File: src/rtl/simon_decrypt_module_if.sv
// Serial host-side bus of the SIMON 32/64 decryption core: bit-serial command
// and data in, serial result out with its valid strobe and a busy flag.
interface simon_decrypt_module_if;
  logic       data_in;
  logic [1:0] data_rdy;
  logic       debug_port;
  logic       plain_out;
  logic       valid;
  logic       busy;

  modport master (output data_in, data_rdy, debug_port, input plain_out, valid, busy);
  modport slave  (input data_in, data_rdy, debug_port, output plain_out, valid, busy);
endinterface

File: src/rtl/simon_decrypt_module.sv
// Bit-serial SIMON 32/64 decryption core: forward key expansion, 32 inverse rounds, serial readout.
// Optional macro SIMON_DEBUG_EN: debug_port=1 reads out {k31,k30} instead of plaintext.
module simon_decrypt_module #(
  parameter int ROUNDS = 32
) (
  input  logic                  clk,
  input  logic                  reset,
  simon_decrypt_module_if.slave bus
);
  typedef enum logic [1:0] {IDLE, EXPAND, DECRYPT, OUTPUT} state_t;

  localparam logic [15:0] C        = 16'hFFFC;
  localparam logic [61:0] Z0       = 62'b11111010001001010110000111001101111101000100101011000011100110;
  localparam logic [4:0]  EXP_LAST = 5'(ROUNDS - 5);
  localparam logic [4:0]  RND_LAST = 5'(ROUNDS - 1);

  state_t      state_reg, state_next;
  logic [31:0] blk_reg, out_sr_reg;
  logic [63:0] key_reg;
  logic [15:0] w3_reg, w2_reg, w1_reg, w0_reg;
  logic [4:0]  cnt_reg;

  function automatic logic [15:0] f_fn(input logic [15:0] v);
    return ({v[14:0], v[15]} & {v[7:0], v[15:8]}) ^ {v[13:0], v[15:14]};
  endfunction

  function automatic logic [15:0] tmp_fn(input logic [15:0] a, input logic [15:0] b);
    logic [15:0] t;
    t = {b[2:0], b[15:3]} ^ a;
    return t ^ {t[0], t[15:1]};
  endfunction

  // z0[0] is the leftmost character of the sequence, i.e. the MSB of Z0.
  function automatic logic z_bit(input logic [4:0] i);
    return Z0[6'd61 - {1'b0, i}];
  endfunction

  logic [15:0] knew, kprev, y_new;
  logic [31:0] blk_next, out_src;

  assign knew     = w0_reg ^ C ^ {15'd0, z_bit(cnt_reg)} ^ tmp_fn(w1_reg, w3_reg);
  assign kprev    = w3_reg ^ C ^ {15'd0, z_bit(cnt_reg - 5'd4)} ^ tmp_fn(w0_reg, w2_reg);
  assign y_new    = blk_reg[31:16] ^ f_fn(blk_reg[15:0]) ^ w3_reg;
  assign blk_next = {blk_reg[15:0], y_new};

`ifdef SIMON_DEBUG_EN
  logic        dbg_sel_reg;
  logic [31:0] dbg_key_reg;
  assign out_src = dbg_sel_reg ? dbg_key_reg : blk_next;
`else
  logic unused_debug;
  assign unused_debug = bus.debug_port;
  assign out_src      = blk_next;
`endif

  always_ff @(posedge clk or negedge reset) begin
    if (!reset) state_reg <= IDLE;
    else        state_reg <= state_next;
  end

  always_comb begin
    state_next    = state_reg;
    bus.busy      = 1'b0;
    bus.valid     = 1'b0;
    bus.plain_out = 1'b0;
    case (state_reg)
      IDLE:    if (bus.data_rdy == 2'd3) state_next = EXPAND;
      EXPAND: begin
        bus.busy = 1'b1;
        if (cnt_reg == EXP_LAST) state_next = DECRYPT;
      end
      DECRYPT: begin
        bus.busy = 1'b1;
        if (cnt_reg == 5'd0) state_next = OUTPUT;
      end
      OUTPUT: begin
        bus.valid     = 1'b1;
        bus.plain_out = out_sr_reg[31];
        if (cnt_reg == 5'd0) state_next = IDLE;
      end
      default: state_next = IDLE;
    endcase
  end

  always_ff @(posedge clk or negedge reset) begin
    if (!reset) begin
      blk_reg    <= '0;
      key_reg    <= '0;
      out_sr_reg <= '0;
      w3_reg     <= '0;
      w2_reg     <= '0;
      w1_reg     <= '0;
      w0_reg     <= '0;
      cnt_reg    <= '0;
`ifdef SIMON_DEBUG_EN
      dbg_sel_reg <= 1'b0;
      dbg_key_reg <= '0;
`endif
    end else begin
      case (state_reg)
        IDLE: begin
          case (bus.data_rdy)
            2'd1: blk_reg <= {blk_reg[30:0], bus.data_in};
            2'd2: key_reg <= {key_reg[62:0], bus.data_in};
            2'd3: begin
              w3_reg  <= key_reg[63:48];
              w2_reg  <= key_reg[47:32];
              w1_reg  <= key_reg[31:16];
              w0_reg  <= key_reg[15:0];
              cnt_reg <= 5'd0;
`ifdef SIMON_DEBUG_EN
              dbg_sel_reg <= bus.debug_port;
`endif
            end
            default: ;
          endcase
        end
        EXPAND: begin
          w0_reg  <= w1_reg;
          w1_reg  <= w2_reg;
          w2_reg  <= w3_reg;
          w3_reg  <= knew;
          cnt_reg <= cnt_reg + 5'd1;
          if (cnt_reg == EXP_LAST) begin
            cnt_reg <= RND_LAST;
`ifdef SIMON_DEBUG_EN
            dbg_key_reg <= {knew, w3_reg};
`endif
          end
        end
        DECRYPT: begin
          blk_reg <= blk_next;
          // Walk the schedule backwards; the last rounds no longer need a new key.
          w3_reg  <= w2_reg;
          w2_reg  <= w1_reg;
          w1_reg  <= w0_reg;
          w0_reg  <= (cnt_reg >= 5'd4) ? kprev : 16'd0;
          cnt_reg <= cnt_reg - 5'd1;
          if (cnt_reg == 5'd0) out_sr_reg <= out_src;
        end
        OUTPUT: begin
          out_sr_reg <= {out_sr_reg[30:0], 1'b0};
          cnt_reg    <= cnt_reg - 5'd1;
        end
        default: ;
      endcase
    end
  end
endmodule

File: src/flat_wrapper.sv
// flat-port wrapper written by rule: the top's interface ports become plain ports
module simon_decrypt_module_flat 
#(
  parameter int ROUNDS = 32
)
  (clk, reset, bus_data_in, bus_data_rdy, bus_debug_port, bus_plain_out, bus_valid, bus_busy);
  simon_decrypt_module_if bus_i ();
  input  logic clk;
  input  logic reset;
  input wire logic [$bits(bus_i.data_in)-1:0] bus_data_in;
  input wire logic [$bits(bus_i.data_rdy)-1:0] bus_data_rdy;
  input wire logic [$bits(bus_i.debug_port)-1:0] bus_debug_port;
  output wire logic [$bits(bus_i.plain_out)-1:0] bus_plain_out;
  output wire logic [$bits(bus_i.valid)-1:0] bus_valid;
  output wire logic [$bits(bus_i.busy)-1:0] bus_busy;
  assign bus_i.data_in = bus_data_in;
  assign bus_i.data_rdy = bus_data_rdy;
  assign bus_i.debug_port = bus_debug_port;
  assign bus_plain_out = bus_i.plain_out;
  assign bus_valid = bus_i.valid;
  assign bus_busy = bus_i.busy;
  simon_decrypt_module #(.ROUNDS(ROUNDS)) u_core (.clk(clk), .reset(reset), .bus(bus_i));
endmodule
File: config.mk
export PLATFORM = sky130hd
export DESIGN_NAME = simon_decrypt_module_flat
export DESIGN_NICKNAME = d
export VERILOG_FILES = /design/src/rtl/simon_decrypt_module_if.sv /design/src/rtl/simon_decrypt_module.sv /design/src/flat_wrapper.sv
export SDC_FILE = /design/constraint.sdc
export NUM_CORES = 1
export LEC_CHECK = 0
export BUFFER_PORTS_ARGS = -buffer_cell sky130_fd_sc_hd__buf_2
export CORE_MARGIN = 2
export CORE_UTILIZATION = 60
export DETAILED_ROUTE_END_ITERATION = 7
export PLACE_DENSITY = 0.76
export SKIP_CTS_REPAIR_TIMING = 1
export SLEW_MARGIN = 40
export SYNTH_ARGS = -nofsm -noshare
export SYNTH_HDL_FRONTEND = slang
export SYNTH_SLANG_ARGS = --single-unit
File: constraint.sdc
create_clock -name clk -period 3.3 [get_ports clk]
set_input_delay 0.165 -clock clk [delete_from_list [all_inputs] [get_ports clk]]
set_output_delay 0.165 -clock clk [all_outputs]
set_load 0.03 [all_outputs]
Yosys cells after proc, flatten, opt, wreduce, memory -nomap -nowiden
Memory sizes are Yosys's and may differ from the RTL's.
Index checks and enable logic that the tools add are counted.
{"block": "word_totals", "register_bits": 199, "rom_bits": 128, "in_bits": 6, "output_inout_bits": 3, "word_cells": 83, "memories": 2}
{"block": "classes", "add_sub_neg": 5, "n_lt_le_gt_ge": 3, "n_eq_ne": 12, "muxes": 26, "bitwise_logic": 14, "reduce_logical": 12}
{"name": "(no name shown)", "depth": 64, "width": 1, "rd": 1, "rd_ports_with_merged_regs": 0, "write_ports": 0, "line_no": "simon_decrypt_module.sv:35", "text": "return Z0[6'd61 - {1'b0, i}];"}
{"name": "(no name shown)", "depth": 64, "width": 1, "rd": 1, "rd_ports_with_merged_regs": 0, "write_ports": 0, "line_no": "simon_decrypt_module.sv:35"}
{"op": "$pmux 16 s3", "count": 4}
{"op": "$xor 16x16->16", "count": 9}
{"op": "$pmux 32 s2", "count": 2}
{"op": "$mux 16", "count": 5}
{"op": "$mux 32", "count": 2}
{"op": "$xor 16x1->16", "count": 2}
{"op": "$not 14->14", "count": 2}
{"op": "$and 16x16->16", "count": 1}
{"op": "$pmux 5 s3", "count": 1}
{"op": "$lt 6x7->1 const B", "count": 2}
{"op": "$sub 6x5->6 const A", "count": 2}
{"op": "$mux 5", "count": 2}
{"op": "$eq 2x2->1 const B", "count": 4}
{"op": "$mux 2", "count": 4}
{"op": "$ne 2x1->1 const B", "count": 4}
{"op": "$pmux 2 s4", "count": 1}
{"op": "$reduce_and 2->1", "count": 4}
{"op": "$add 5x1->5 const B", "count": 1}
{"op": "$eq 5x5->1 const B", "count": 1}
{"op": "$ge 5x3->1 const B", "count": 1}
{"op": "$logic_not 5->1", "count": 1}
{"op": "$mux 1", "count": 5}
{"op": "$sub 5x1->5 const B", "count": 1}
{"op": "$sub 5x3->5 const B", "count": 1}
{"op": "other kinds (7)", "count": 10}

Logic depth before layout (Yosys ltp)
Gate-level depths: netlist (run 1).
{"block": "depth", "ltp_word": 8, "ltp_mapped": 10, "mapped_depth_nobuf": 8}

Worst setup path before layout (run 1)
Ideal clock, no wire load.
{"block": "synth_path", "path_kind": "register to register", "from": "register u_core.cnt_reg[2]", "to": "register u_core.w0_reg[0]", "setup_ns": 0.104, "arrival_ns": 2.265, "required_ns": 3.196, "setup_slack_ns": 0.932, "path_stages_with_launch": 9, "n_path_buf": 0, "cell_sequence": "dfrtp_1 -> inv_1 -> ha_1 -> xnor2_2 -> mux4_1 -> a21oi_1 -> a211oi_2 -> xnor2_1 -> o41ai_2"}
{"block": "synth_via", "elab_chain_len": 8, "word_cells_on_any_way": 9, "classes_between": "add/sub: 2; order compare: 1; mux: 3; bitwise: 2; memory: 1"}
{"element": "start: declaration", "line_no": "simon_decrypt_module.sv:21", "text": "logic [4:0] cnt_reg;"}
{"element": "start signal: assignment", "line_no": "simon_decrypt_module.sv:123", "text": "cnt_reg <= cnt_reg + 5'd1;"}
{"element": "start signal: assignment", "line_no": "simon_decrypt_module.sv:138", "text": "cnt_reg <= cnt_reg - 5'd1;"}
{"element": "start signal: assignment", "line_no": "simon_decrypt_module.sv:143", "text": "cnt_reg <= cnt_reg - 5'd1;"}
{"element": "$sub 5x3->5", "line_no": "simon_decrypt_module.sv:42", "text": "assign kprev = w3_reg ^ C ^ {15'd0, z_bit(cnt_reg - 5'd4)} ^ tmp_fn(w0_reg, w2_reg);"}
{"element": "$sub 6x5->6", "line_no": "simon_decrypt_module.sv:35"}
{"element": "$mem_v2 64x1"}
{"element": "$mux 1 (implied by the code)", "line_no": "simon_decrypt_module.sv:35"}
{"element": "$xor 16x1->16", "line_no": "simon_decrypt_module.sv:42"}
{"element": "$xor 16x16->16", "line_no": "simon_decrypt_module.sv:42"}
{"element": "$mux 16 *", "line_no": "simon_decrypt_module.sv:137", "text": "w0_reg <= (cnt_reg >= 5'd4) ? kprev : 16'd0;"}
{"element": "$pmux 16 s3 *", "line_no": "simon_decrypt_module.sv:100", "text": "case (state_reg)"}
{"element": "end signal: assignment", "line_no": "simon_decrypt_module.sv:109", "text": "w0_reg <= key_reg[15:0];"}
{"element": "end signal: assignment", "line_no": "simon_decrypt_module.sv:119", "text": "w0_reg <= w1_reg;"}
{"element": "end signal: assignment", "line_no": "simon_decrypt_module.sv:137"}
{"element": "end: declaration", "line_no": "simon_decrypt_module.sv:20", "text": "logic [15:0] w3_reg, w2_reg, w1_reg, w0_reg;"}
Every way passes the cells marked *; elsewhere a longest branch is shown, timed or not. The select of a mux whose other input is x is not followed.
A chain may end at the register's enable or synchronous reset.

Final worst setup path (run 1)
Ends and elaborated chain as after synthesis.

==> impl_metrics.json, run 1 <==
{
  "holdPathEnd": "u_core.key_reg[0]$_DFFE_PN0P_",
  "cts_tree": "built",
  "drt-total-wl_mm": 24.8,
  "worstHoldStart": "bus_data_in",
  "drc": 0,
  "largest_reg_flops": 64,
  "crit_fanout": 9,
  "synth_area_leader_cell": "dfrtp_1",
  "slowest_stage": "mux4_1",
  "post-route-period-util": 0.808,
  "start_util": 0.607,
  "die_w_um": 141,
  "synth_edf_count": 0,
  "synth_top_family_by_area": "compound AO/OA/AOI/OAI gates",
  "synthMuxAreaShare": 0.101,
  "path_clk_slew_ns": 0.07,
  "p_int_w": 0.00811,
  "avgViaCountPerCell": 6.04,
  "ys_seq_area_frac": 0.443,
  "worstMarginPinSlew_ns": 0.711,
  "clockBufferDepth": 2,
  "peakVddDrop_mv": 0.683,
  "synth_compound_area_frac": 0.176,
  "grt_setup_unrepaired": "no",
  "power.total_w": 0.0145,
  "placed_area_um2": 11400,
  "netlist.area_leader.share": 0.443,
  "gp_congestion": 0.846,
  "grt_pass1_wl_mm": 41.2,
  "num_rows": 50,
  "drive_gt1_frac": 0.119,
  "io-pin-count": 9,
  "drtIter0Drc": 633,
  "vias": 8268,
  "post-place-cells": 1336,
  "drtAntennaViolNets": 0,
  "netlist_area_um2": 11200,
  "synth-simple-area-share": 0.0980,
  "worstPathCellList": "inv_1, ha_1, xnor2_2, mux4_1, a21oi_1, a211oi_2, xnor2_1, o41ai_2",
  "dr.pass1.iters": 5,
  "synth-seq-cells": 199,
  "nets": 1150,
  "syn2layout_area_growth_pct": 7.56,
  "antenna_cells": 0,
  "coreArea_um2": 18500,
  "relSlewSlack": 0.526,
  "r2r-end": "u_core.w0_reg[0]$_DFFE_PN0P_",
  "clk_latency_ns": 0.44,
  "finalHoldViolCount": 0,
  "grt_pass1_vias": 7981,
  "root_buffer": "clkbuf_16",
  "syn_nets": 1202,
  "whs_path_depth": 2,
  "cts_buffers": 17,
  "finalSetupViolations": 0,
  "fmax_mhz": 375,
  "multi_input_area_um2": 5900,
  "reg2reg_slack_ns": 0.63,
  "max-cap-violations": 0,
  "fin_util": 0.653,
  "fin_setup_tns_ns": 0,
  "netlist_instances": 1174,
  "async_reset_ff_frac": 1.00,
  "reg2reg_depth": 8,
  "power.density_nw_per_um2": 1200,
  "seqPwrFrac": 0.299,
  "grt_max_degree": 82,
  "pwr-share-clk": 0.158,
  "slew_viol_final": 0,
  "reg2reg_from": "u_core.cnt_reg[2]$_DFFE_PN0N_",
  "dpl.hpwl_mm": 15.7,
  "endpoint_kind": "flip-flop",
  "synth.distinct_cells": 55,
  "cts.sinks": 199,
  "synth_adder_area_share": 0.0245,
  "arrival_ns": 3.00,
  "fin_skew_ns": 0.00976,
  "synth_flop_cell": "dfrtp_1",
  "die_h_um": 141,
  "routedWlPerCell_um": 18.1,
  "max_stage_delay_ns": 0.59,
  "die_area_um2": 19900,
  "fillers": 1489,
  "instances_no_fill": 1368,
  "synth_area_per_cell_um2": 9.58,
  "startpoint_type": "flip-flop",
  "cts_max_level": 4,
  "p_leak_nw": 5.31,
  "antenna_found_initial": 0,
  "critPathRequiredTime_ns": 3.64,
  "p_comb_frac": 0.542,
  "overflow": 0,
  "io_buffer_count": 7,
  "crit_type": "reg -> reg",
  "regArea_um2": 4980,
  "swShare": 0.439,
  "synth_warnings": 0,
  "min_period_ns": 2.67,
  "synth_area_leaders": "dfrtp_1, xnor2_1, o21ai_0",
  "holdCritPathClass": "in -> reg",
  "final_cell_area_um2": 12100,
  "grt_use_total": 0.258,
  "synth_xor_area_frac": 0.120,
  "run_status": "finished, final reports clean",
  "p_sw_w": 0.00635
}
==> cell usage after synthesis, types with 3 or more instances <==
cell type and instances:
o211ai_1 16, mux2_2 66, nand2b_1 4, a22o_1 3, clkbuf_2 5, a21o_1 16, a21oi_1 25, a211oi_1 16
dfrtp_1 199, nor2_1 37, clkbuf_1 75, inv_1 10, nor2b_1 6, buf_2 11, nand2_1 203, xnor2_1 108
xnor3_1 5, mux2i_1 34, buf_1 4, xor2_1 30, and3_1 3, o21ai_0 185, a31oi_1 3, ha_1 22
o31ai_1 4, nand3_1 6, a22oi_1 47
==> power groups by stage <==
stage / Sequential, W / Clock (W) / Combinational (W)
final: 0.00433 / 0.00229 / 0.00784
after global placement: 0.00431 / 0 / 0.00753
after global routing: 0.00442 / 0.00242 / 0.00879
after floorplan: 0.00381 / 0 / 0.00659
after detailed placement: 0.00433 / 0 / 0.00775
after CTS: 0.00430 / 0.00232 / 0.00786
==> routing by layer <==
metal / up-vias / wire, um / GRT usage
met1: 4098 / 11300 / 0.364
met4: 0 / 508 / 0.0737
met2: 189 / 11900 / 0.416
li1: 3937 / - / -
met5: - / 0 / 0
met3: 44 / 1020 / 0.0455
==> through the flow <==
| step | hold slack [ns] | worst slack [ns] |
|---|---|---|
| after CTS | -0.227 | 0.658 |
| after global routing | 0.0535 | 0.484 |
| after detailed placement | 0.244 | 0.651 |
| final | 0.0681 | 0.633 |
| after global placement | 0.245 | 0.708 |
| after floorplan | -0.131 | 0.932 |
==> logic make-up after synthesis <==
kind of cell,Yosys count
AO/OA/AOI/OAI,329
AND/OR/NAND/NOR,271
XOR/XNOR,145
adder cells (fa/ha/maj),22
flip-flops,199
multiplexers,102
buffers and inverters,106
==> worst max path at each step <==
stage | from | end | slack [ns] | cells after the start
after floorplan | u_core.cnt_reg[2]$_DFFE_PN0N_ | u_core.w0_reg[0]$_DFFE_PN0P_ | 0.93 | 8
after global placement | u_core.cnt_reg[2]$_DFFE_PN0N_ | u_core.w0_reg[0]$_DFFE_PN0P_ | 0.71 | 8
after detailed placement | u_core.cnt_reg[2]$_DFFE_PN0N_ | u_core.w0_reg[0]$_DFFE_PN0P_ | 0.65 | 8
after CTS | u_core.cnt_reg[2]$_DFFE_PN0N_ | u_core.w0_reg[0]$_DFFE_PN0P_ | 0.66 | 8
after global routing | u_core.cnt_reg[2]$_DFFE_PN0N_ | u_core.w0_reg[0]$_DFFE_PN0P_ | 0.48 | 8
final | u_core.cnt_reg[2]$_DFFE_PN0N_ | u_core.w0_reg[0]$_DFFE_PN0P_ | 0.63 | 8
==> layout by cell type (no fill, tap or decap), types with 3 or more instances in the layout <==
master,instances
mux2i_1,33
clkbuf_8,5
ha_1,18
nand2_1,202
nand3_1,6
buf_4,12
o211ai_1,16
a211oi_1,16
clkbuf_16,17
o31ai_1,4
o21ai_0,185
buf_12,4
buf_2,6
a21o_1,16
xnor3_1,5
bufinv_16,4
a31oi_1,3
nor2_1,37
xor2_1,30
a22oi_1,47
xnor2_1,108
a22o_1,3
inv_1,10
a21oi_1,25
nand2b_1,4
dfrtp_1,199
nor2b_1,6
mux2_2,66
and3_1,3
==> worst max-delay path, delay by kind of cell (launching register included) <==
kind	cells	cell delay (ns)
DFF	1	0.53
xor gates and xnor gates	2	0.42
muxes	1	0.59
AOI/OAI and AO/OA	3	0.43
buffers and inverters	1	0.22
adders and majority gates	1	0.38
==> area by class of cell <==
type                    instances  area share
clock buffers                  22      0.0400
clock inverters                 9      0.0135
inverters                      10     0.00310
multi-input cells             869       0.488
flip-flops and latches        199       0.412
well taps                     234      0.0242
repair buffers                 25      0.0195
Power figures use the tool's default switching activity.
==> inputs of run 2 (changes only) <==
Clock period 3.3 ns to 2.7 ns, I/O delays scaled along.
==> impl_metrics.json, run 2 (synthesis gave the netlist of run 1 again) <==
{
  "run_status": "finished, final reports clean",
  "min_period_ns": 2.49,
  "relSlewSlack": 0.510,
  "clockBufferDepth": 2,
  "fillers": 1530,
  "drtAntennaViolNets": 0,
  "critPathCapture": "u_core.w0_reg[0]$_DFFE_PN0P_",
  "avgViaCountPerCell": 5.96,
  "antenna_cells": 0,
  "path_clk_slew_ns": 0.08,
  "drc": 0,
  "endpoint_kind": "flip-flop",
  "slew_viol_final": 0,
  "crit_cells": 8,
  "reg2reg_slack_ns": 0.21,
  "p_sw_w": 0.00779,
  "reg2reg_depth": 8,
  "grt_setup_unrepaired": "no",
  "startpoint_type": "flip-flop",
  "overflow": 0,
  "max-cap-violations": 0,
  "finalSetupViolations": 0,
  "pwr-share-clk": 0.148,
  "gp_congestion": 0.839,
  "root_buffer": "clkbuf_16",
  "largest_reg_flops": 64,
  "critPathTopFamily": "multiplexers",
  "vias": 8216,
  "peakVddDrop_mv": 0.783,
  "crit_type": "reg -> reg",
  "fmax_mhz": 402,
  "crit_fanout": 7,
  "slowest_stage": "mux4_1",
  "cp_num_buf_inv": 1,
  "dpl.hpwl_mm": 16.2,
  "cts_max_level": 4,
  "p_int_w": 0.00977,
  "syn2layout_area_growth_pct": 8.18,
  "coreArea_um2": 18500,
  "max_stage_delay_ns": 0.60,
  "io_buffer_count": 7,
  "layout_commonest_cell": "nand2_1",
  "grt_max_degree": 90,
  "clk_latency_ns": 0.44,
  "drt-total-wl_mm": 24.9,
  "seqPwrFrac": 0.298,
  "die_w_um": 141,
  "finalHoldViolCount": 0,
  "critPathRequiredTime_ns": 3.04,
  "io-pin-count": 9,
  "r2r-end": "u_core.w0_reg[0]$_DFFE_PN0P_",
  "holdCritPathClass": "in -> reg",
  "grt_use_total": 0.260,
  "startpoint": "u_core.cnt_reg[2]$_DFFE_PN0N_",
  "swShare": 0.444,
  "drtIter0Drc": 498,
  "dr.pass1.iters": 6,
  "routedWlPerCell_um": 18.0,
  "die_area_um2": 19900,
  "p_comb_frac": 0.554,
  "reg2reg_from": "u_core.cnt_reg[2]$_DFFE_PN0N_",
  "cts_buffers": 17,
  "cts_tree": "built",
  "drive_gt1_frac": 0.127,
  "cts.sinks": 199,
  "arrival_ns": 2.82,
  "worstPathCellList": "inv_1, ha_1, xnor2_2, mux4_1, a21oi_1, a211oi_2, xnor2_1, o41ai_2",
  "nets": 1160,
  "start_util": 0.607,
  "grt_pass1_wl_mm": 41.3,
  "worstMarginPinSlew_ns": 0.735,
  "layout_common_cells": "nand2_1, dfrtp_1, o21ai_0, xnor2_1, mux2_2",
  "fin_util": 0.657,
  "fin_skew_ns": 0.00947,
  "antenna_found_initial": 0,
  "grt_pass1_vias": 7929,
  "fin_setup_tns_ns": 0,
  "power.density_nw_per_um2": 1440,
  "p_leak_nw": 5.34,
  "post-place-cells": 1345,
  "instances_no_fill": 1379,
  "die_h_um": 141,
  "num_rows": 50,
  "post-route-period-util": 0.921
}
[run 2: power groups by stage]
stage | logic (W) | registers, W | clock network (W)
CTS | 0.00977 | 0.00520 | 0.00263
finish | 0.00974 | 0.00523 | 0.00260
detailed placement | 0.00966 | 0.00525 | 0
global placement | 0.00940 | 0.00522 | 0
floorplan | 0.00805 | 0.00466 | 0
global route | 0.0109 | 0.00534 | 0.00275
[run 2: tightest hold or removal path: cells and delay by family]
family | cells | cell delay, ns
AO/OA/AOI/OAI | 2 | 0.16
AND/OR/NAND/NOR | 1 | 0.06
buffers and inverters | 2 | 0.25
[run 2: metal layers]
| layer | share of wire | GRT usage |
|---|---|---|
| met1 | 0.46 | 0.367 |
| met2 | 0.48 | 0.420 |
| met5 | 0 | 0 |
| met4 | 0.018 | 0.0716 |
| met3 | 0.039 | 0.0465 |
[run 2: final cells by class]
| type | count | area (um2) | area share |
|---|---|---|---|
| clock buffers | 18 | 429 | 0.0353 |
| multi-input cells | 869 | 5900 | 0.485 |
| well taps | 234 | 293 | 0.0241 |
| repair buffers | 35 | 359 | 0.0295 |
| clock inverters | 14 | 164 | 0.0135 |
| flip-flops and latches | 199 | 4980 | 0.409 |
| inverters | 10 | 37.5 | 0.00309 |
[run 2: worst min-delay path by stage]
stage                                from                             end  slack (ns)  cells after the start
after floorplan                     reset   u_core.blk_reg[0]$_DFFE_PN0P_       -0.16                      0
after global placement              reset  u_core.key_reg[37]$_DFFE_PN0P_        0.25                      1
after detailed placement            reset  u_core.key_reg[37]$_DFFE_PN0P_        0.25                      1
after CTS                           reset  u_core.key_reg[37]$_DFFE_PN0P_       -0.22                      1
after global routing      bus_data_rdy[0]   u_core.cnt_reg[1]$_DFFE_PN0N_        0.22                      5
final                     bus_data_rdy[0]   u_core.cnt_reg[1]$_DFFE_PN0N_        0.20                      5
[run 2: per-stage QoR]
step | cell area, um2 | power [W] | hold WS (ns) | worst slack (ns)
3_5_place_dp | 11500 | 0.0149 | 0.250 | 0.231
5_1_grt | 12200 | 0.0190 | 0.220 | 0.0185
3_3_place_gp | 11500 | 0.0146 | 0.254 | 0.312
4_1_cts | 12100 | 0.0176 | -0.222 | 0.228
2_1_floorplan | 11200 | 0.0127 | -0.161 | 0.332
6_report | 12200 | 0.0176 | 0.197 | 0.214
==> inputs of run 3 (changes only) <==
Settings changed: ABC_AREA from default to 1.
==> impl_metrics.json, run 3 <==
{
  "syn2layout_area_growth_pct": 6.07,
  "cts_buffers": 17,
  "async_reset_ff_frac": 1.00,
  "reg2reg_slack_ns": 0.38,
  "synth_warnings": 0,
  "synth_flop_cell": "dfrtp_1",
  "hold_slack_ns": 0.0330,
  "worstPathCellList": "inv_1, ha_1, inv_1, nand2_1, nand2_1, nand2_1, nand2_1, nand2_1, nand2_1, nand2_1, nand2_1, nand2_1, nand3_1, nand2_1, nand2_1, nand2_1",
  "power.density_nw_per_um2": 459,
  "die_h_um": 142,
  "ys_seq_area_frac": 0.435,
  "path_clk_slew_ns": 0.07,
  "antenna_found_initial": 0,
  "grt_max_degree": 76,
  "critPathRequiredTime_ns": 3.04,
  "min_period_ns": 2.32,
  "coreArea_um2": 18700,
  "grt_pass1_wl_mm": 45.9,
  "p_leak_nw": 5.63,
  "antenna_cells": 0,
  "layout_common_cells": "nand2_1, dfrtp_1, o21ai_0, nor2_1, a21oi_1",
  "max-cap-violations": 0,
  "fin_setup_tns_ns": 0,
  "run_status": "finished, final reports clean",
  "die_w_um": 142,
  "relSlewSlack": 0.545,
  "endpoint_kind": "flip-flop",
  "holdCritPathClass": "in -> reg",
  "cts_max_level": 4,
  "fillers": 1555,
  "crit_type": "reg -> reg",
  "syn_nets": 1504,
  "overflow": 0,
  "startpoint_type": "flip-flop",
  "nets": 1449,
  "pre_cts_slack_ns": 0.384,
  "grt_use_total": 0.284,
  "cts_tree": "built",
  "gp_congestion": 0.852,
  "layout_commonest_cell": "nand2_1",
  "synth_edf_count": 0,
  "synth_common_cells": "nand2_1, dfrtp_1, o21ai_0",
  "synth.most_common_cell": "nand2_1",
  "cts.sinks": 199,
  "routedWlPerCell_um": 16.4,
  "finalHoldViolCount": 0,
  "largest_reg_flops": 64,
  "crit_fanout": 11,
  "io-pin-count": 9,
  "drc": 0,
  "fmax_mhz": 430,
  "io_buffer_count": 7,
  "crit_top_cell": "nand2_1",
  "netlist.area_leader.share": 0.435,
  "slew_viol_final": 0,
  "finalSetupViolations": 0,
  "drive_gt1_frac": 0.0572,
  "root_buffer": "clkbuf_16",
  "netlist_instances": 1476,
  "synth-seq-cells": 199,
  "post-route-period-util": 0.861,
  "drt-total-wl_mm": 27.4,
  "start_util": 0.613,
  "synth.distinct_cells": 40,
  "slowest_stage": "dfrtp_1",
  "drtAntennaViolNets": 0,
  "critPathTopFamily": "simple AND/OR/NAND/NOR gates",
  "grt_pass1_vias": 9063,
  "arrival_ns": 2.66,
  "dr.pass1.iters": 6,
  "max_stage_delay_ns": 0.55,
  "vias": 9673,
  "grt_setup_unrepaired": "no",
  "die_area_um2": 20200,
  "netlist_area_um2": 11500,
  "dpl.hpwl_mm": 17.9,
  "peakVddDrop_mv": 0.428,
  "synth_area_leaders": "dfrtp_1, nand2_1, o21ai_0",
  "clockBufferDepth": 2,
  "avgViaCountPerCell": 5.80,
  "clk_latency_ns": 0.45,
  "synth_area_leader_cell": "dfrtp_1",
  "num_rows": 50,
  "cp_num_buf_inv": 2,
  "fin_skew_ns": 0.0122,
  "drtIter0Drc": 739,
  "worstMarginPinSlew_ns": 0.683,
  "synth_area_per_cell_um2": 7.76,
  "fin_ws_ns": 0.375
}
run 3: cell types whose count changed in the layout (fill, tap and decap cells not counted), sizes merged, moves of 46 or more:
cell / previous run / this run
inv: 16 / 101
mux2: 66 / 1
a22oi: 47 / 1
a21oi: 25 / 114
nor2: 37 / 126
nand2: 203 / 417
run 3: logic make-up after synthesis:
group / Yosys count / share of synthesized area
adders and majority gates: 22 / 0.0240
buffers and inverters: 197 / 0.0742
xor gates and xnor gates: 112 / 0.0856
AOI/OAI and AO/OA: 381 / 0.189
and+or+nand+nor: 564 / 0.191
DFF: 199 / 0.435
muxes: 1 / 0.000983
run 3: worst min-delay path: stages:
cell	delay (ns)
buf_2	0.14
nand2_1	0.08
a31oi_1	0.08
run 3: layout make-up:
type                            instances  area, um2  share of cell area
Clock buffer                           18        429              0.0353
Clock inverter                         14        136              0.0112
Inverter                               94        355              0.0292
Multi-Input combinational cell       1080       5650               0.465
Sequential cell                       199       4980               0.410
Tap cell                              234        293              0.0241
Timing Repair Buffer                   29        312              0.0256
run 3: worst paths after layout:
path,from,endpoint,cells past startpoint
max in group asynchronous,reset,u_core.w2_reg[8]$_DFFE_PN0P_,3
max reg2reg,u_core.cnt_reg[1]$_DFFE_PN0N_,u_core.w3_reg[0]$_DFFE_PN0P_,16
min reg2reg,u_core.key_reg[11]$_DFFE_PN0P_,u_core.key_reg[11]$_DFFE_PN0P_,2
min,bus_data_in,u_core.blk_reg[0]$_DFFE_PN0P_,3
min in group asynchronous,reset,u_core.cnt_reg[3]$_DFFE_PN0N_,2
max,u_core.cnt_reg[1]$_DFFE_PN0N_,u_core.w3_reg[0]$_DFFE_PN0P_,16
run 3: power by group:
| group | internal [W] | switching [W] | leakage, nW | total (W) |
|---|---|---|---|---|
| combinational | 0.0000105 | 0.0000627 | 2.91 | 0.0000732 |
| sequential | 0.00298 | 0 | 2.45 | 0.00298 |
| clock | 0.00130 | 0.00123 | 0.274 | 0.00253 |
run 3: layer usage:
metal / wire [um] / track usage / up-vias / share of wire
met4: 550 / 0.0911 / 0 / 0.020
met3: 1460 / 0.0454 / 50 / 0.053
met1: 12200 / 0.391 / 4599 / 0.45
li1: - / - / 4718 / -
met2: 13200 / 0.465 / 306 / 0.48
met5: 0 / 0 / - / 0
run 3: metrics by stage:
stage	total power (W)	utilization	area, um2	std cells
after floorplan	0.00304	-	11500	1476
after global placement	0.00311	0.619	11600	1635
after detailed placement	0.00311	0.619	11600	1635
after CTS	0.00560	0.649	12100	1667
after global routing	0.00574	0.650	12200	1668
final	0.00558	0.650	12200	1668
